### src/rtl/usb_pkg.sv
// Shared USB transmit types and constants. DATA1 support is compiled in only when
// USB_TX_DATA1_EN is defined.
package usb_pkg;

    typedef enum logic [2:0] {
        TxNone  = 3'd0,
        TxData0 = 3'd1,
        TxAck   = 3'd2,
        TxNak   = 3'd3,
        TxStall = 3'd4,
        TxData1 = 3'd5
    } tx_packet_t;

    typedef enum logic [2:0] {
        StIdle,
        StSync,
        StPid,
        StData,
        StCrcLo,
        StCrcHi,
        StEopSe0,
        StEopJ
    } tx_state_t;

    localparam logic [7:0]  PID_DATA0  = 8'hC3;
    localparam logic [7:0]  PID_DATA1  = 8'h4B;
    localparam logic [7:0]  PID_ACK    = 8'hD2;
    localparam logic [7:0]  PID_NAK    = 8'h5A;
    localparam logic [7:0]  PID_STALL  = 8'h1E;
    localparam logic [7:0]  SYNC_BYTE  = 8'h80;
    localparam logic [15:0] CRC16_POLY = 16'h8005;
    localparam logic [15:0] CRC16_INIT = 16'hFFFF;

    function automatic logic [7:0] pid_byte(input tx_packet_t pkt);
        logic [7:0] pid;
        case (pkt)
            TxAck:   pid = PID_ACK;
            TxNak:   pid = PID_NAK;
            TxStall: pid = PID_STALL;
`ifdef USB_TX_DATA1_EN
            TxData1: pid = PID_DATA1;
`endif
            default: pid = PID_DATA0;
        endcase
        return pid;
    endfunction

endpackage

### src/rtl/usb_crc16.sv
// Serial CRC16 (poly 0x8005, init 0xFFFF), one message bit per enabled cycle.
// Kept standalone so the receive-side checker can reuse it.
module usb_crc16
    import usb_pkg::*;
(
    input  logic        clk,
    input  logic        n_rst,
    input  logic        clear,
    input  logic        enable,
    input  logic        din,
    output logic [15:0] crc
);

    logic [15:0] crc_q, crc_d;
    logic        feedback;

    always_comb begin
        feedback = din ^ crc_q[15];
        crc_d    = crc_q;
        if (clear) begin
            crc_d = CRC16_INIT;
        end else if (enable) begin
            crc_d = {crc_q[14:0], 1'b0} ^ (feedback ? CRC16_POLY : 16'h0000);
        end
    end

    always_ff @(posedge clk or negedge n_rst) begin
        if (!n_rst) begin
            crc_q <= CRC16_INIT;
        end else begin
            crc_q <= crc_d;
        end
    end

    assign crc = crc_q;

endmodule

### src/rtl/usb_tx_encoder.sv
// USB full-speed transmit encoder: SYNC, PID, payload, CRC16 and EOP with bit stuffing
// and NRZI. Define USB_TX_DATA1_EN to accept tx_packet=5 (DATA1).
module usb_tx_encoder
    import usb_pkg::*;
#(
    parameter int unsigned CLKS_PER_BIT = 4,
    parameter int unsigned MAX_PAYLOAD  = 64
) (
    input  logic       clk,
    input  logic       n_rst,
    input  logic [2:0] tx_packet,
    input  logic [6:0] buffer_occ,
    input  logic [7:0] tx_data,
    output logic       get_tx_data,
    output logic       dp_out,
    output logic       dm_out,
    output logic       tx_transfer_active
);

    localparam int unsigned BcW  = (CLKS_PER_BIT > 1) ? $clog2(CLKS_PER_BIT) : 1;
    localparam int unsigned CntW = $clog2(MAX_PAYLOAD + 1);
    localparam logic [BcW-1:0]  BitLast = BcW'(CLKS_PER_BIT - 1);
    localparam logic [CntW-1:0] CntMax  = CntW'(MAX_PAYLOAD);

    tx_state_t       state_q, state_d;
    tx_packet_t      pkt_q, pkt_d;
    logic [BcW-1:0]  bit_cnt_q, bit_cnt_d;
    logic [7:0]      shift_q, shift_d;
    logic [3:0]      bit_idx_q, bit_idx_d;
    logic [2:0]      ones_q, ones_d;
    logic [CntW-1:0] byte_cnt_q, byte_cnt_d;
    logic            line_q, line_d;
    logic            dp_q, dp_d;
    logic            dm_q, dm_d;
    logic            pop_q, pop_d;
    logic            active_q, active_d;

    logic            crc_clear, crc_en, crc_din;
    logic [15:0]     crc;
    logic            accept_ok, is_data, emit, tx_bit, send_se0;

    usb_crc16 u_crc (
        .clk    (clk),
        .n_rst  (n_rst),
        .clear  (crc_clear),
        .enable (crc_en),
        .din    (crc_din),
        .crc    (crc)
    );

    always_comb begin
        case (tx_packet)
            TxData0, TxAck, TxNak, TxStall: accept_ok = 1'b1;
`ifdef USB_TX_DATA1_EN
            TxData1:                        accept_ok = 1'b1;
`endif
            default:                        accept_ok = 1'b0;
        endcase
    end

`ifdef USB_TX_DATA1_EN
    assign is_data = (pkt_q == TxData0) || (pkt_q == TxData1);
`else
    assign is_data = (pkt_q == TxData0);
`endif

    always_comb begin
        state_d    = state_q;
        pkt_d      = pkt_q;
        bit_cnt_d  = bit_cnt_q;
        shift_d    = shift_q;
        bit_idx_d  = bit_idx_q;
        ones_d     = ones_q;
        byte_cnt_d = byte_cnt_q;
        line_d     = line_q;
        dp_d       = dp_q;
        dm_d       = dm_q;
        pop_d      = 1'b0;
        active_d   = active_q;
        crc_clear  = 1'b0;
        crc_en     = 1'b0;
        crc_din    = 1'b0;
        emit       = 1'b0;
        tx_bit     = 1'b0;
        send_se0   = 1'b0;

        // The accepting edge already drives the first SYNC bit.
        if (state_q == StIdle) begin
            bit_cnt_d = '0;
            if (accept_ok) begin
                pkt_d      = tx_packet_t'(tx_packet);
                state_d    = StSync;
                shift_d    = SYNC_BYTE;
                bit_idx_d  = 4'd0;
                ones_d     = 3'd0;
                byte_cnt_d = '0;
                line_d     = 1'b1;
                active_d   = 1'b1;
                crc_clear  = 1'b1;
                emit       = 1'b1;
            end
        end else if (bit_cnt_q == BitLast) begin
            bit_cnt_d = '0;
            emit      = 1'b1;
        end else begin
            bit_cnt_d = bit_cnt_q + BcW'(1);
        end

        if (emit) begin
            case (state_d)
                StEopSe0: begin
                    if (bit_idx_d == 4'd2) begin
                        state_d = StEopJ;
                        line_d  = 1'b1;
                        dp_d    = 1'b1;
                        dm_d    = 1'b0;
                    end else begin
                        bit_idx_d = bit_idx_d + 4'd1;
                    end
                end
                StEopJ: begin
                    state_d  = StIdle;
                    active_d = 1'b0;
                end
                default: begin
                    // A pending stuff bit goes out before any field change, so the shifter stalls.
                    if (ones_d == 3'd6) begin
                        ones_d = 3'd0;
                    end else begin
                        if (bit_idx_d == 4'd8) begin
                            case (state_d)
                                StSync: begin
                                    state_d   = StPid;
                                    shift_d   = pid_byte(pkt_q);
                                    bit_idx_d = 4'd0;
                                end
                                StPid, StData: begin
                                    if (!is_data) begin
                                        send_se0 = 1'b1;
                                    end else if (buffer_occ != '0 && byte_cnt_d < CntMax) begin
                                        state_d    = StData;
                                        shift_d    = tx_data;
                                        bit_idx_d  = 4'd0;
                                        byte_cnt_d = byte_cnt_d + CntW'(1);
                                        pop_d      = 1'b1;
                                    end else begin
                                        state_d   = StCrcLo;
                                        shift_d   = ~crc[7:0];
                                        bit_idx_d = 4'd0;
                                    end
                                end
                                StCrcLo: begin
                                    state_d   = StCrcHi;
                                    shift_d   = ~crc[15:8];
                                    bit_idx_d = 4'd0;
                                end
                                default: send_se0 = 1'b1;
                            endcase
                        end
                        if (!send_se0) begin
                            tx_bit    = shift_d[0];
                            shift_d   = {1'b0, shift_d[7:1]};
                            bit_idx_d = bit_idx_d + 4'd1;
                            ones_d    = tx_bit ? ones_d + 3'd1 : 3'd0;
                            if (state_d == StData) begin
                                crc_en  = 1'b1;
                                crc_din = tx_bit;
                            end
                        end
                    end

                    if (send_se0) begin
                        state_d   = StEopSe0;
                        bit_idx_d = 4'd1;
                        dp_d      = 1'b0;
                        dm_d      = 1'b0;
                    end else begin
                        if (!tx_bit) begin
                            line_d = ~line_d;
                        end
                        dp_d = line_d;
                        dm_d = ~line_d;
                    end
                end
            endcase
        end
    end

    always_ff @(posedge clk or negedge n_rst) begin
        if (!n_rst) begin
            state_q    <= StIdle;
            pkt_q      <= TxNone;
            bit_cnt_q  <= '0;
            shift_q    <= 8'h00;
            bit_idx_q  <= 4'd0;
            ones_q     <= 3'd0;
            byte_cnt_q <= '0;
            line_q     <= 1'b1;
            dp_q       <= 1'b1;
            dm_q       <= 1'b0;
            pop_q      <= 1'b0;
            active_q   <= 1'b0;
        end else begin
            state_q    <= state_d;
            pkt_q      <= pkt_d;
            bit_cnt_q  <= bit_cnt_d;
            shift_q    <= shift_d;
            bit_idx_q  <= bit_idx_d;
            ones_q     <= ones_d;
            byte_cnt_q <= byte_cnt_d;
            line_q     <= line_d;
            dp_q       <= dp_d;
            dm_q       <= dm_d;
            pop_q      <= pop_d;
            active_q   <= active_d;
        end
    end

    assign get_tx_data        = pop_q;
    assign dp_out             = dp_q;
    assign dm_out             = dm_q;
    assign tx_transfer_active = active_q;

endmodule

### config.mk
export PLATFORM = sky130hd
export DESIGN_NAME = usb_tx_encoder
export DESIGN_NICKNAME = d
export VERILOG_FILES = /design/src/rtl/usb_pkg.sv /design/src/rtl/usb_crc16.sv /design/src/rtl/usb_tx_encoder.sv
export SDC_FILE = /design/constraint.sdc
export NUM_CORES = 1
export LEC_CHECK = 0
export BUFFER_PORTS_ARGS = -buffer_cell sky130_fd_sc_hd__buf_4
export CAP_MARGIN = 20
export CORE_UTILIZATION = 55
export DETAILED_ROUTE_END_ITERATION = 7
export HOLD_SLACK_MARGIN = 0.02
export PLACE_DENSITY = 0.77
export SYNTH_ARGS = -nofsm -noshare
export SYNTH_HDL_FRONTEND = slang
export SYNTH_SLANG_ARGS = --single-unit
### constraint.sdc
create_clock -name clk -period 3.3 [get_ports clk]
set_clock_uncertainty 0.05 [all_clocks]
set_input_delay 0.495 -clock clk [delete_from_list [all_inputs] [get_ports clk]]
set_output_delay 0.495 -clock clk [all_outputs]
set_load 0.02 [all_outputs]
==> Word level (Yosys, flattened, before mapping) <==
Index checks and enable logic that the tools add are counted.
{ "totals": {"output_inout_bits": 4, "regBits": 51} }
{ "op_classes": {"reduce_logical": 10, "n_mux": 118, "magnitude_cmp": 1, "bitwise": 7, "n_eq_ne": 20, "add_sub_neg": 5} }
{ "ops": {"columns": ["cell", "count"], "rows": [
  ["8-bit two-way mux", 12],
  ["7-bit two-way mux", 9],
  ["3-bit two-way mux", 19],
  ["1-bit two-way mux", 51],
  ["16-bit two-way mux", 3],
  ["4-bit two-way mux", 12],
  ["8-bit one-hot mux with 3 select lines", 2],
  ["3-bit by 2-bit equality test with 1-bit output, second input constant", 7],
  ["3-bit equality test, second input constant", 6],
  ["8-bit inverter", 2],
  ["4-bit one-hot mux with 2 select lines", 2],
  ["16-bit XOR", 1],
  ["3-bit by 1-bit equality test with 1-bit output, second input constant", 3],
  ["3-bit one-hot mux with 3 select lines", 1],
  ["4-bit by 1-bit adder with 4-bit output, second input constant", 2],
  ["1-bit one-hot mux with 2 select lines", 4],
  ["7-bit by 1-bit adder with 7-bit output, second input constant", 1],
  ["7-bit < comparator, second input constant", 1],
  ["7-bit nonzero test", 1],
  ["3-bit one-hot mux with 2 select lines", 1],
  ["2-bit OR reduction", 3],
  ["4-bit by 2-bit equality test with 1-bit output, second input constant", 1],
  ["4-bit equality test, second input constant", 1],
  ["2-bit two-way mux", 2],
  ["other kinds (12)", 14]
]} }

==> Depth between registers and ports, before layout <==
Gate-level depths: netlist (run 1).
{ "logic_depth": {"word_depth": 25, "mapped_depth": 16} }

==> Modules after synthesis <==
From an unflattened synthesis (run 1), not the netlist that was laid out.
{ "unflattened": {"cells_unflattened": 366, "hier_area_um2": 3249.4} }
{ "modules_own_cells": {"columns": ["module", "n_inst", "seq_area_each_um2", "cells_per_inst", "area_per_inst_um2"], "rows": [
  ["usb_tx_encoder", 1, 878.3, 310, 2522.4],
  ["usb_crc16", 1, 420.4, 56, 726.9]
]} }

==> Worst setup path after synthesis (run 1) <==
Ideal clock, no wire load.
{ "synth_path": {"kind": "input-to-reg", "start": "in tx_packet[2]", "end": "reg u_crc.crc_q[0] (netlist: u_crc.crc[0])", "slack_ps": -195, "path_buffers": 4, "setup_time_ps": 84, "arrival_time_ps": 3360, "stages": 15, "cell_sequence": "or3_1 -> nand3_1 -> clkbuf_1 -> clkbuf_1 -> and2_1 -> ha_1 -> a22oi_1 -> and3_1 -> nor2_2 -> nor2_1 -> and3_1 -> buf_2 -> buf_2 -> nor3_1 -> a21oi_1"} }
{ "synth_between": {"elab_chain_cells": 25, "elab_cells_between_ends": 68} }
{ "synth_lines": {"columns": ["item", "line", "text"], "rows": [
  ["start, declared", "usb_tx_encoder.sv:11", "input logic [2:0] tx_packet,"],
  ["3-bit by 1-bit equality test with 1-bit output (tied with other cells)", "usb_tx_encoder.sv:52", "case (tx_packet)"],
  ["4-bit OR reduction (*)", "usb_tx_encoder.sv:52", null],
  ["1-bit two-way mux (*)", "usb_tx_encoder.sv:52", null],
  ["7-bit two-way mux", "usb_tx_encoder.sv:90", "if (accept_ok) begin"],
  ["7-bit two-way mux", "usb_tx_encoder.sv:88", "if (state_q == StIdle) begin"],
  ["7-bit < comparator", "usb_tx_encoder.sv:140", "end else if (buffer_occ != '0 && byte_cnt_d < CntMax) begin"],
  ["1-bit logical AND", "usb_tx_encoder.sv:140", null],
  ["3-bit two-way mux", "usb_tx_encoder.sv:140", null],
  ["(+9 left out)", null, null],
  ["1-bit two-way mux", "usb_tx_encoder.sv:127", "if (ones_d == 3'd6) begin"],
  ["1-bit two-way mux", "usb_tx_encoder.sv:110", "case (state_d)"],
  ["1-bit two-way mux", "usb_tx_encoder.sv:109", "if (emit) begin"],
  ["1-bit XOR", "usb_crc16.sv:18", "feedback = din ^ crc_q[15];"],
  ["16-bit two-way mux", "usb_crc16.sv:23", "crc_d = {crc_q[14:0], 1'b0} ^ (feedback ? CRC16_POLY : 16'h0000);"],
  ["16-bit XOR", "usb_crc16.sv:23", null],
  ["16-bit two-way mux", "usb_crc16.sv:22", "end else if (enable) begin"],
  ["16-bit two-way mux", "usb_crc16.sv:20", "if (clear) begin"],
  ["end signal, assigned", "usb_crc16.sv:31", "crc_q <= crc_d;"],
  ["end, declared", "usb_crc16.sv:14", "logic [15:0] crc_q, crc_d;"]
]} }
Every way passes the cells marked *; elsewhere a longest branch is shown, timed or not. The select of a mux whose other input is x is not followed.
A chain may end at the register's enable or synchronous reset.

==> Final worst setup path (run 1) <==
{ "layout_path": {"start": "reg state_q[2]", "end": "reg u_crc.crc_q[2] (netlist: u_crc.crc[2])"} }
{ "layout_between": {"elab_chain_cells": 22, "elab_cells_between_ends": 58} }
{ "layout_lines": {"columns": ["item", "line", "text"], "rows": [
  ["start, declared", "usb_tx_encoder.sv:25", "tx_state_t state_q, state_d;"],
  ["start signal, assigned", "usb_tx_encoder.sv:191", "state_q <= StIdle;"],
  ["start signal, assigned", "usb_tx_encoder.sv:204", "state_q <= state_d;"],
  ["3-bit logical NOT", "usb_tx_encoder.sv:88", null],
  ["7-bit two-way mux", "usb_tx_encoder.sv:88", null],
  ["7-bit < comparator", "usb_tx_encoder.sv:140", null],
  ["1-bit logical AND", "usb_tx_encoder.sv:140", null],
  ["3-bit two-way mux", "usb_tx_encoder.sv:140", null],
  ["3-bit two-way mux", "usb_tx_encoder.sv:138", "if (!is_data) begin"],
  ["3-bit one-hot mux with 3 select lines", "usb_tx_encoder.sv:131", "case (state_d)"],
  ["3-bit two-way mux", "usb_tx_encoder.sv:130", "if (bit_idx_d == 4'd8) begin"],
  ["(+6 left out)", null, null],
  ["1-bit two-way mux", "usb_tx_encoder.sv:127", null],
  ["1-bit two-way mux", "usb_tx_encoder.sv:110", null],
  ["1-bit two-way mux", "usb_tx_encoder.sv:109", null],
  ["1-bit XOR", "usb_crc16.sv:18", null],
  ["16-bit two-way mux", "usb_crc16.sv:23", null],
  ["16-bit XOR", "usb_crc16.sv:23", null],
  ["16-bit two-way mux", "usb_crc16.sv:22", null],
  ["16-bit two-way mux", "usb_crc16.sv:20", null]
]} }
Parallel ways exist; a longest one is shown, timed or not. The select of a mux whose other input is x is not followed.

==> tab_implementation.tex, run 1 <==
\begin{tabular}{lr}
\hline
Metric & Value \\
\hline
\multicolumn{2}{l}{\textbf{Global route}} \\
Via count of the first global-routing pass & 3143 \\
Largest net degree at the start of global routing & 52 \\
Overall global routing resource usage & 0.300 \\
Overflow left after global routing & 0 \\
Initial antenna violation count & 0 \\
First-pass GRT wire length & 14.9 mm \\
\multicolumn{2}{l}{\textbf{Die}} \\
Vertical die dimension & 79.9 µm \\
Starting density of the core & 0.567 \\
Overall die area & 0.00639 mm² \\
Die width & 79.9 µm \\
Core area & 0.00589 mm² \\
Number of top-level pins & 24 \\
Site row count & 28 \\
\multicolumn{2}{l}{\textbf{Clock tree}} \\
Number of levels in the clock H-tree & 2 \\
Num Clock Sinks & 51 \\
TritonCTS clock tree & yes \\
Bufs on Longest Clock Path & 2 \\
Insertion delay to the later sink of the worst-skew pair & 0.31 ns \\
CTS Buf Count & 5 \\
Worst-path clk slew & 0.10 ns \\
Root buffer cell & clkbuf\_8 \\
CTS Hold Buffers Added & 0 \\
\multicolumn{2}{l}{\textbf{Cells and area}} \\
Area growth from synthesis to final layout & 13.3\% \\
Fraction of final layout cells sized beyond drive strength 1 & 0.214 \\
Ant diodes & 0 \\
Top library cells by usage in the layout, fill and taps aside & 62 x nand2\_1, 44 x nor2\_1, 42 x buf\_4 \\
Fillcell total & 496 \\
Leading cell type in the layout, fill and taps excluded & nand2\_1 \\
Nets@finish & 452 \\
\multicolumn{2}{l}{\textbf{Synthesis}} \\
Largest family of logic cells by synthesized area & compound AO/OA/AOI/OAI gates \\
Cells after Synth & 395 \\
Fraction of registers with async set or reset after synthesis & 1.00 \\
Number of warnings reported in the yosys synthesis log & 0 \\
Number of enable flip-flop cells after synthesis & 0 \\
Yosys cell types & 66 \\
Mapped Nets & 423 \\
Proportion of synthesized area in mux cells & 0.00937 \\
Synthesized-area fraction occupied by ao, oa, aoi and oai cells & 0.259 \\
Share of synthesized cell area in full adder, half adder and majority cells & 0.0300 \\
Average footprint of a synthesized cell & 8.45 µm² \\
Sequential share of the synthesized area & 0.389 \\
Top flip-flop cell by instance count after synthesis & dfrtp\_1 \\
Flop and latch count out of synthesis & 51 \\
Syn Std Cell Area & 0.00334 mm² \\
Area fraction in and, or, nand and nor cells after synthesis & 0.250 \\
Synth Area in XOR/XNOR & 0.0262 \\
\multicolumn{2}{l}{\textbf{Critical path}} \\
Arrival time of data at the critical path endpoint & 3.15 ns \\
Critical path startpoint category & flip-flop \\
Sort of element at the end of the critical path & flip-flop \\
Crit Path Max Fanout & 12 \\
Crit Path Class & flip-flop to flip-flop \\
Required time worst endpoint & 3.49 ns \\
\multicolumn{2}{l}{\textbf{Routing}} \\
Number of antenna-violating nets in the routed design & 0 \\
Routed vias/inst & 6.44 \\
Total iterations of the first detailed-routing run & 5 \\
Post-Route WL & 8.76 mm \\
Vias & 3222 \\
Average detailed-routed wire length per instance & 17.5 µm \\
Number of design-rule violations left by the first detailed-router iteration & 319 \\
DRC violations left & 0 \\
\multicolumn{2}{l}{\textbf{Pwr}} \\
Part of the total power dissipated in the clock network & 0.322 \\
Net switching power & 0.305 mW \\
Total internal power & 0.894 mW \\
P\_leak & 1.59 nW \\
Share of power burned in registers & 0.576 \\
Post-layout total power & 1.20 mW \\
Proportion of power drawn by combinational gates & 0.101 \\
Fraction of power spent switching nets & 0.254 \\
Worst VDD drop & 0.199 mV \\
Pwr dens & 317 mW/mm² \\
\multicolumn{2}{l}{\textbf{Timing}} \\
Fin. Hold Viols & 0 \\
Final Setup Violations & 0 \\
Min Clock Period, post-route & 2.96 ns \\
Slew at the pin closest to its max-slew limit & 0.666 ns \\
RSZ-0062 raised after global routing & no \\
Final TNS setup & 0 ns \\
Remaining max-slew budget at the tightest pin & 0.554 \\
Post-route clock period utilization & 0.897 \\
Highest clock frequency the design can meet & 338 MHz \\
Final Max Tran Viols & 0 \\
\multicolumn{2}{l}{\textbf{Place}} \\
HPWL reported at the end of detailed placement & 6.38 mm \\
Port buffer count & 23 \\
Routability congestion estimate & 0.880 \\
\multicolumn{2}{l}{\textbf{Run status}} \\
Result of the run & finished clean \\
\multicolumn{2}{l}{\textbf{Run}} \\
Reported max-cap violation count & 0 \\
\multicolumn{2}{l}{\textbf{Hold path}} \\
Worst hold path type & input pin to asynchronous set/reset pin \\
\hline
\end{tabular}
==> worst max-delay path, stage by stage (launching register included) <==
cell and delay, ns:
dfrtp_1 0.40, nor3_2 0.29, nand3_2 0.20, nand2_1 0.17, ha_1 0.18, and3b_1 0.21
buf_4 0.19, o2111ai_1 0.11, a31o_2 0.26, a32oi_4 0.32, xor2_1 0.26, xor2_1 0.10
a21oi_1 0.16
==> sequential cells by signal, indices dropped and copies added, names as in the netlist <==
signal,count
shift_q,8
pkt_q,3
dm_out,1
u_crc.crc,16
line_q,1
ones_q,3
bit_cnt_q,2
tx_transfer_active,1
state_q,3
bit_idx_q,4
dp_out,1
byte_cnt_q,7
get_tx_data,1
==> per-stage QoR <==
step	utilization	cell area, µm²	hold slack, ns	setup WS (ns)	instances
2_1_floorplan	-	3350	0.149	0.0148	395
3_3_place_gp	0.625	3680	0.382	0.167	492
3_5_place_dp	0.625	3680	0.388	0.0538	492
4_1_cts	0.641	3770	0.183	0.217	500
5_1_grt	0.643	3780	0.206	0.0667	500
6_report	0.643	3780	0.137	0.340	500
==> synthesized netlist by cell type, drive strengths merged (5+ instances only) <==
cell type  instances  area, µm²
a21oi             28        140
and2               9       56.3
and3               5       31.3
buf                8       51.3
clkbuf            13       48.8
dfrtp             33        826
dfstp             18        473
ha                 8        100
inv                6       22.5
nand2             62        233
nand3              9       45.0
nor2              46        175
nor3              13       91.3
o211ai             8       60.1
o21ai             38        190
o31ai              6       63.8
or3                5       36.3
xor2               7       61.3
==> area by class of cell <==
type / instances / area (µm²) / area share
tap: 75 / 93.8 / 0.0248
multi-input combinational: 317 / 1940 / 0.512
sequential: 51 / 1300 / 0.343
inverter: 6 / 22.5 / 0.00595
timing repair buffer: 43 / 335 / 0.0886
clock inverter: 1 / 8.76 / 0.00231
clock buffer: 7 / 86.3 / 0.0228
==> power by group through the flow <==
stage          clock network (mW)  logic [mW]  registers (mW)
2_1_floorplan                   0      0.0576           0.703
3_3_place_gp                    0       0.118           0.702
3_5_place_dp                    0       0.121           0.703
4_1_cts                     0.397       0.122           0.691
5_1_grt                     0.424       0.135           0.696
6_report                    0.387       0.121           0.691
==> path summary, 6_finish.rpt <==
path / start / to / slack [ns] / depth (start not counted)
worst min-delay path: n_rst / byte_cnt_q[4] / 0.14 / 1
worst min register to register: bit_cnt_q[0] / bit_cnt_q[0] / 0.40 / 1
worst max-delay path: state_q[2] / u_crc.crc[2] / 0.34 / 12
worst max register to register: state_q[2] / u_crc.crc[2] / 0.34 / 12
min in group clk: tx_packet[1] / pkt_q[1] / 0.36 / 3
max in group asynchronous: n_rst / shift_q[0] / 2.62 / 1
==> layer usage <==
metal,global-route usage,vias to the layer above,part of all wire
met1,0.382,1558,0.43
met2,0.501,148,0.50
li1,-,1496,-
met4,0.123,0,0.019
met3,0.0526,20,0.060
met5,0,-,0
==> cells by family (layout without fill, tap and decap cells) <==
group                      after synthesis  after routing
xor gates and xnor gates                10             10
DFF                                     51             51
buffers and inverters                   27             57
muxes                                    3              3
AOI/OAI and AO/OA                      127            127
and+or+nand+nor                        169            169
adders and majority gates                8              8
==> repair_timing <==
item | 4_1_cts | 5_1_grt
gates resized for setup | 0 | 3
endpoints found under the setup margin | 0 | 4
buffers inserted | 0 | 0
No activity file was read; power rests on OpenSTA's default activity.
==> inputs of run 2 (changes only) <==
--- a/config.mk
+++ b/config.mk
@@ -10,7 +10,7 @@
 export CORE_UTILIZATION = 55
 export DETAILED_ROUTE_END_ITERATION = 7
 export HOLD_SLACK_MARGIN = 0.02
-export PLACE_DENSITY = 0.77
+export PLACE_DENSITY = 0.74
 export SYNTH_ARGS = -nofsm -noshare
 export SYNTH_HDL_FRONTEND = slang
 export SYNTH_SLANG_ARGS = --single-unit
==> constraint.sdc (replaced) <==
create_clock -name clk -period 3.6 [get_ports clk]
set_clock_uncertainty 0.05 [all_clocks]
set_input_delay 0.54 -clock clk [delete_from_list [all_inputs] [get_ports clk]]
set_output_delay 0.54 -clock clk [all_outputs]
set_load 0.02 [all_outputs]
==> run 2 against run 1 <==
Effect of this change:
- via count fell by 3.2%
- hold slack improved by 0.056 ns
- register-to-register slack barely moved
- fmax fell by 9.5%
- critical endpoint is now bit_idx_q[1]
- largest cell class unchanged
- highest routed layer unchanged
==> tab_implementation.tex, run 2 (synthesized netlist as in run 1, its figures left out) <==
\begin{tabular}{lr}
\hline
Metric & Value \\
\hline
\multicolumn{2}{l}{\textbf{Clock tree}} \\
CTS Hold Buffers Added & 0 \\
Num Clock Sinks & 51 \\
Number of levels in the clock H-tree & 2 \\
Root buffer cell & clkbuf\_8 \\
Bufs on Longest Clock Path & 2 \\
CTS Buf Count & 5 \\
Post-CTS setup buffer count & 0 \\
TritonCTS clock tree & yes \\
Gates resized, CTS repair & 0 \\
Insertion delay to the later sink of the worst-skew pair & 0.31 ns \\
Worst-path clk slew & 0.10 ns \\
\multicolumn{2}{l}{\textbf{Die}} \\
Site row count & 28 \\
Number of top-level pins & 24 \\
Starting density of the core & 0.567 \\
Die width & 79.9 µm \\
Vertical die dimension & 79.9 µm \\
Overall die area & 0.00639 mm² \\
Core area & 0.00589 mm² \\
\multicolumn{2}{l}{\textbf{Place}} \\
DP Worst Slack & 0.156 ns \\
Port buffer count & 23 \\
HPWL reported at the end of detailed placement & 6.12 mm \\
Routability congestion estimate & 0.950 \\
\multicolumn{2}{l}{\textbf{Critical path}} \\
Startpoint of the worst-slack reg-to-reg timing path & state\_q[2] \\
Arrival time of data at the critical path endpoint & 3.40 ns \\
Crit Path Max Fanout & 27 \\
Internal reg-to-reg setup slack & 0.33 ns \\
Slowest library cell on the worst path & dfrtp\_1 \\
Sort of element at the end of the critical path & flip-flop \\
Required time worst endpoint & 3.73 ns \\
Crit Path Class & flip-flop to flip-flop \\
Sequence of cells on the critical path & nor3\_1 -> nand3\_1 -> buf\_12 -> nand2\_1 -> ha\_1 -> and3b\_1 -> nand3\_1 -> a21oi\_1 -> nor2\_1 -> ha\_1 -> a221o\_1 -> o31ai\_1 -> a21oi\_1 \\
R2R Path End & bit\_idx\_q[1] \\
Critical path startpoint category & flip-flop \\
Peak per-stage delay on the critical path & 0.39 ns \\
Depth of the worst register-to-register path & 13 \\
\multicolumn{2}{l}{\textbf{Global route}} \\
First-pass GRT wire length & 14.1 mm \\
Via count of the first global-routing pass & 2878 \\
Overflow left after global routing & 0 \\
Initial antenna violation count & 0 \\
Overall global routing resource usage & 0.283 \\
Largest net degree at the start of global routing & 52 \\
\multicolumn{2}{l}{\textbf{Routing}} \\
Post-Route WL & 8.45 mm \\
Routed vias/inst & 6.30 \\
Total iterations of the first detailed-routing run & 5 \\
DRC violations left & 0 \\
Number of antenna-violating nets in the routed design & 0 \\
Number of design-rule violations left by the first detailed-router iteration & 416 \\
Average detailed-routed wire length per instance & 17.1 µm \\
Vias & 3120 \\
\multicolumn{2}{l}{\textbf{Timing}} \\
Remaining max-slew budget at the tightest pin & 0.576 \\
Slew at the pin closest to its max-slew limit & 0.636 ns \\
Fin. Hold Viols & 0 \\
Min Clock Period, post-route & 3.27 ns \\
Hold Slack & 0.194 ns \\
PnR worst setup slack & 0.331 ns \\
Post-route clock period utilization & 0.908 \\
RSZ-0062 raised after global routing & no \\
Final TNS setup & 0 ns \\
Final Setup Violations & 0 \\
Final Max Tran Viols & 0 \\
Highest clock frequency the design can meet & 306 MHz \\
\multicolumn{2}{l}{\textbf{Hold path}} \\
Worst hold path type & input pin to asynchronous set/reset pin \\
\multicolumn{2}{l}{\textbf{Run}} \\
Reported max-cap violation count & 0 \\
\multicolumn{2}{l}{\textbf{Cells and area}} \\
Number of flip-flops under the largest register name & 16 \\
Area growth from synthesis to final layout & 11.3\% \\
Fraction of final layout cells sized beyond drive strength 1 & 0.195 \\
Nets@finish & 447 \\
Leading cell type in the layout, fill and taps excluded & nand2\_1 \\
Post-Route Utilization & 0.632 \\
Top library cells by usage in the layout, fill and taps aside & 62 x nand2\_1, 45 x nor2\_1, 37 x buf\_4 \\
Ant diodes & 0 \\
\multicolumn{2}{l}{\textbf{Pwr}} \\
P\_leak & 1.56 nW \\
Pwr dens & 289 mW/mm² \\
Worst VDD drop & 0.193 mV \\
\multicolumn{2}{l}{\textbf{Run status}} \\
Result of the run & finished clean \\
\hline
\end{tabular}
==> run 2: cell types whose count changed in the layout (fill, tap and decap cells not counted) <==
cell and delta:
nor3_2 -1, nand3_2 -1, clkbuf_8 -1, buf_4 -5
nor2_1 +1, a21oi_1 +1, nor2_4 -1, a21oi_2 -1
nand3_1 +1, nor3_1 +1, clkinv_2 +1
==> run 2: report_power, final <==
part / total, mW / internal, mW / switching [mW]
clock: 0.332 / 0.138 / 0.194
sequential: 0.634 / 0.612 / 0.0216
combinational: 0.110 / 0.0488 / 0.0612
total: 1.08 / 0.799 / 0.277
==> run 2: worst max path at each step <==
stage	endpoint	from	slack, ns
after floorplan	u_crc.crc[0]	tx_packet[2]	0.06
after global placement	u_crc.crc[2]	tx_packet[2]	0.26
after detailed placement	u_crc.crc[2]	tx_packet[2]	0.16
after CTS	bit_idx_q[1]	state_q[2]	0.38
after global routing	bit_idx_q[1]	state_q[2]	0.16
final	bit_idx_q[1]	state_q[2]	0.33
==> run 2: per-layer routing <==
metal / global-route usage / part of all wire
met1: 0.427 / 0.47
met2: 0.428 / 0.46
met3: 0.0411 / 0.058
met4: 0.0554 / 0.010
met5: 0 / 0
==> run 2: area by class of cell <==
| class | instances | area (µm²) |
|---|---|---|
| tap | 75 | 93.8 |
| inverter | 6 | 22.5 |
| fill | 516 | 2170 |
| multi-input combinational | 317 | 1920 |
| timing repair buffer | 38 | 298 |
| clock buffer | 6 | 72.6 |
| sequential | 51 | 1300 |
| clock inverter | 2 | 13.8 |
==> run 2: worst max-delay path: cells and delay by family, from the launching register on <==
kind	cells	cell delay, ns
compound gates	4	0.82
fa+ha+maj	2	0.47
buf+inv	1	0.21
flops	1	0.39
simple gates	6	1.19
==> run 2: metrics by stage <==
stage	power, mW	cell area [µm²]	cells
3_5_place_dp	0.754	3630	487
5_1_grt	1.12	3720	495
3_3_place_gp	0.751	3630	487
2_1_floorplan	0.698	3340	395
6_report	1.08	3720	495
4_1_cts	1.09	3720	495
==> inputs of run 3 (changes only) <==
--- a/config.mk
+++ b/config.mk
@@ -7,10 +7,10 @@
 export LEC_CHECK = 0
 export BUFFER_PORTS_ARGS = -buffer_cell sky130_fd_sc_hd__buf_4
 export CAP_MARGIN = 20
-export CORE_UTILIZATION = 55
+export CORE_UTILIZATION = 25
 export DETAILED_ROUTE_END_ITERATION = 7
 export HOLD_SLACK_MARGIN = 0.02
-export PLACE_DENSITY = 0.74
+export PLACE_DENSITY = 0.4
 export SYNTH_ARGS = -nofsm -noshare
 export SYNTH_HDL_FRONTEND = slang
 export SYNTH_SLANG_ARGS = --single-unit
==> run 3 against run 2 <==
Effect of this change:
- register-to-register slack better by 0.08 ns
- cell count up 21%
- largest cell class unchanged
- critical endpoint is now u_crc.crc[2]
- combinational power barely moved
- critical path type unchanged
- routed wire length is 20% higher
- sequential share of layout area decreased by 2.1 points
- total power increased by 22%
- fmax grew 2.4%
- sequential power about the same
- highest routed layer unchanged
- die area is 120% higher
- non-clock buffer count increased by 5
==> tab_implementation.tex, run 3 (synthesized netlist as in run 1, its figures left out) <==
\begin{tabular}{lr}
\hline
Metric & Value \\
\hline
\multicolumn{2}{l}{\textbf{Clock tree}} \\
Worst-path clk slew & 0.07 ns \\
Gates resized, CTS repair & 0 \\
CTS Hold Buffers Added & 0 \\
Insertion delay to the later sink of the worst-skew pair & 0.31 ns \\
Bufs on Longest Clock Path & 2 \\
CTS Buf Count & 5 \\
Root buffer cell & clkbuf\_16 \\
Number of levels in the clock H-tree & 2 \\
TritonCTS clock tree & yes \\
Post-CTS setup buffer count & 0 \\
Num Clock Sinks & 51 \\
\multicolumn{2}{l}{\textbf{Critical path}} \\
Sort of element at the end of the critical path & flip-flop \\
Arrival time of data at the critical path endpoint & 3.38 ns \\
Sequence of cells on the critical path & nor3\_1 -> buf\_4 -> nand3\_1 -> nand2\_1 -> ha\_1 -> and3b\_1 -> buf\_4 -> o2111ai\_1 -> a31o\_2 -> a32oi\_4 -> xor2\_1 -> xor2\_1 -> a21oi\_1 \\
Critical path startpoint category & flip-flop \\
Depth of the worst register-to-register path & 13 \\
Peak per-stage delay on the critical path & 0.38 ns \\
Startpoint of the worst-slack reg-to-reg timing path & state\_q[2] \\
Internal reg-to-reg setup slack & 0.41 ns \\
Crit Path Max Fanout & 12 \\
R2R Path End & u\_crc.crc[2] \\
Slowest library cell on the worst path & dfrtp\_1 \\
Crit Path Class & flip-flop to flip-flop \\
Required time worst endpoint & 3.79 ns \\
\multicolumn{2}{l}{\textbf{Pwr}} \\
Post-layout total power & 1.31 mW \\
Worst VDD drop & 0.187 mV \\
P\_leak & 1.62 nW \\
Pwr dens & 332 mW/mm² \\
\multicolumn{2}{l}{\textbf{Global route}} \\
Overall global routing resource usage & 0.153 \\
Overflow left after global routing & 0 \\
First-pass GRT wire length & 16.4 mm \\
Via count of the first global-routing pass & 2988 \\
Largest net degree at the start of global routing & 52 \\
Initial antenna violation count & 0 \\
\multicolumn{2}{l}{\textbf{Cells and area}} \\
Nets@finish & 452 \\
Top library cells by usage in the layout, fill and taps aside & 62 x nand2\_1, 45 x nor2\_1, 43 x buf\_4 \\
Area taken by flip-flops and latches & 0.00130 mm² \\
Number of flip-flops under the largest register name & 16 \\
Fraction of final layout cells sized beyond drive strength 1 & 0.207 \\
Area growth from synthesis to final layout & 18.3\% \\
Post-Layout Inst Area & 0.00395 mm² \\
Fillcell total & 1402 \\
Ant diodes & 0 \\
Leading cell type in the layout, fill and taps excluded & nand2\_1 \\
Final cell count without fillers & 597 \\
Multi-input gate area & 0.00192 mm² \\
\multicolumn{2}{l}{\textbf{Place}} \\
Routability congestion estimate & 0.796 \\
DP Worst Slack & 0.0997 ns \\
Port buffer count & 23 \\
HPWL reported at the end of detailed placement & 7.35 mm \\
Number of placed cells counting well taps & 589 \\
DP Area & 0.00378 mm² \\
\multicolumn{2}{l}{\textbf{Routing}} \\
Post-Route WL & 10.1 mm \\
DRC violations left & 0 \\
Number of antenna-violating nets in the routed design & 0 \\
Number of design-rule violations left by the first detailed-router iteration & 165 \\
Total iterations of the first detailed-routing run & 4 \\
Routed vias/inst & 5.04 \\
Vias & 3006 \\
Average detailed-routed wire length per instance & 16.9 µm \\
\multicolumn{2}{l}{\textbf{Die}} \\
Number of top-level pins & 24 \\
Site row count & 41 \\
Core area & 0.0128 mm² \\
Starting density of the core & 0.260 \\
Die width & 118 µm \\
Vertical die dimension & 118 µm \\
Overall die area & 0.0138 mm² \\
\multicolumn{2}{l}{\textbf{Timing}} \\
Highest clock frequency the design can meet & 313 MHz \\
PnR worst setup slack & 0.408 ns \\
RSZ-0062 raised after global routing & no \\
Fin. Hold Viols & 0 \\
Slew at the pin closest to its max-slew limit & 0.701 ns \\
Final Max Tran Viols & 0 \\
Final TNS setup & 0 ns \\
Post-route clock period utilization & 0.887 \\
Remaining max-slew budget at the tightest pin & 0.532 \\
Final Setup Violations & 0 \\
Min Clock Period, post-route & 3.19 ns \\
\multicolumn{2}{l}{\textbf{Run}} \\
Reported max-cap violation count & 0 \\
\multicolumn{2}{l}{\textbf{Run status}} \\
Result of the run & finished clean \\
\multicolumn{2}{l}{\textbf{Hold path}} \\
Worst hold path type & input pin to asynchronous set/reset pin \\
\hline
\end{tabular}
-- run 3: cell count changes in the layout (fill, tap and decap cells not counted) --
cell	previous run	this run
buf_12	1	0
buf_4	37	43
clkbuf_1	1	0
clkbuf_16	0	6
clkinv_4	1	0
clkbuf_8	5	1
clkinv_2	1	0
inv_6	0	1
-- run 3: power breakdown --
part	leakage (nW)	internal [mW]	switching [mW]
logic	0.914	0.0502	0.0617
registers	0.620	0.612	0.0238
clock network	0.0857	0.322	0.240
-- run 3: layout make-up --
cell class / instances / share of cell area
Multi-Input combinational cell: 317 / 0.486
Sequential cell: 51 / 0.329
Timing Repair Buffer: 43 / 0.0817
Tap cell: 172 / 0.0545
Clock buffer: 7 / 0.0415
Inverter: 6 / 0.00570
Clock inverter: 1 / 0.00222
-- run 3: how the worst max path moves through the flow --
stage | startpoint | end | cells after the start
after floorplan | tx_packet[2] | u_crc.crc[0] | 15
after global placement | tx_packet[2] | u_crc.crc[2] | 12
after detailed placement | tx_packet[2] | u_crc.crc[2] | 12
after CTS | state_q[2] | u_crc.crc[2] | 13
after global routing | state_q[2] | bit_idx_q[1] | 13
final | state_q[2] | u_crc.crc[2] | 13
-- run 3: routing by layer --
layer,up-vias,track usage,share of wire
met2,51,0.234,0.47
met4,0,0.0633,0.017
met1,1448,0.212,0.48
met3,10,0.0247,0.033
met5,-,0,0
li1,1497,-,-
-- run 3: worst max-delay path, delay by kind of cell (launching register included) --
kind                       cells  cell delay [ns]
AOI/OAI and AO/OA              4             0.88
and+or+nand+nor                4             0.89
adders and majority gates      1             0.19
buffers and inverters          2             0.35
xor gates and xnor gates       2             0.39
DFF                            1             0.38
-- run 3: metrics by stage --
stage / hold slack [ns] / utilization
after CTS: 0.251 / 0.308
after global placement: 0.381 / 0.295
after global routing: 0.274 / 0.308
final: 0.225 / 0.308
after detailed placement: 0.390 / 0.295
after floorplan: 0.194 / -
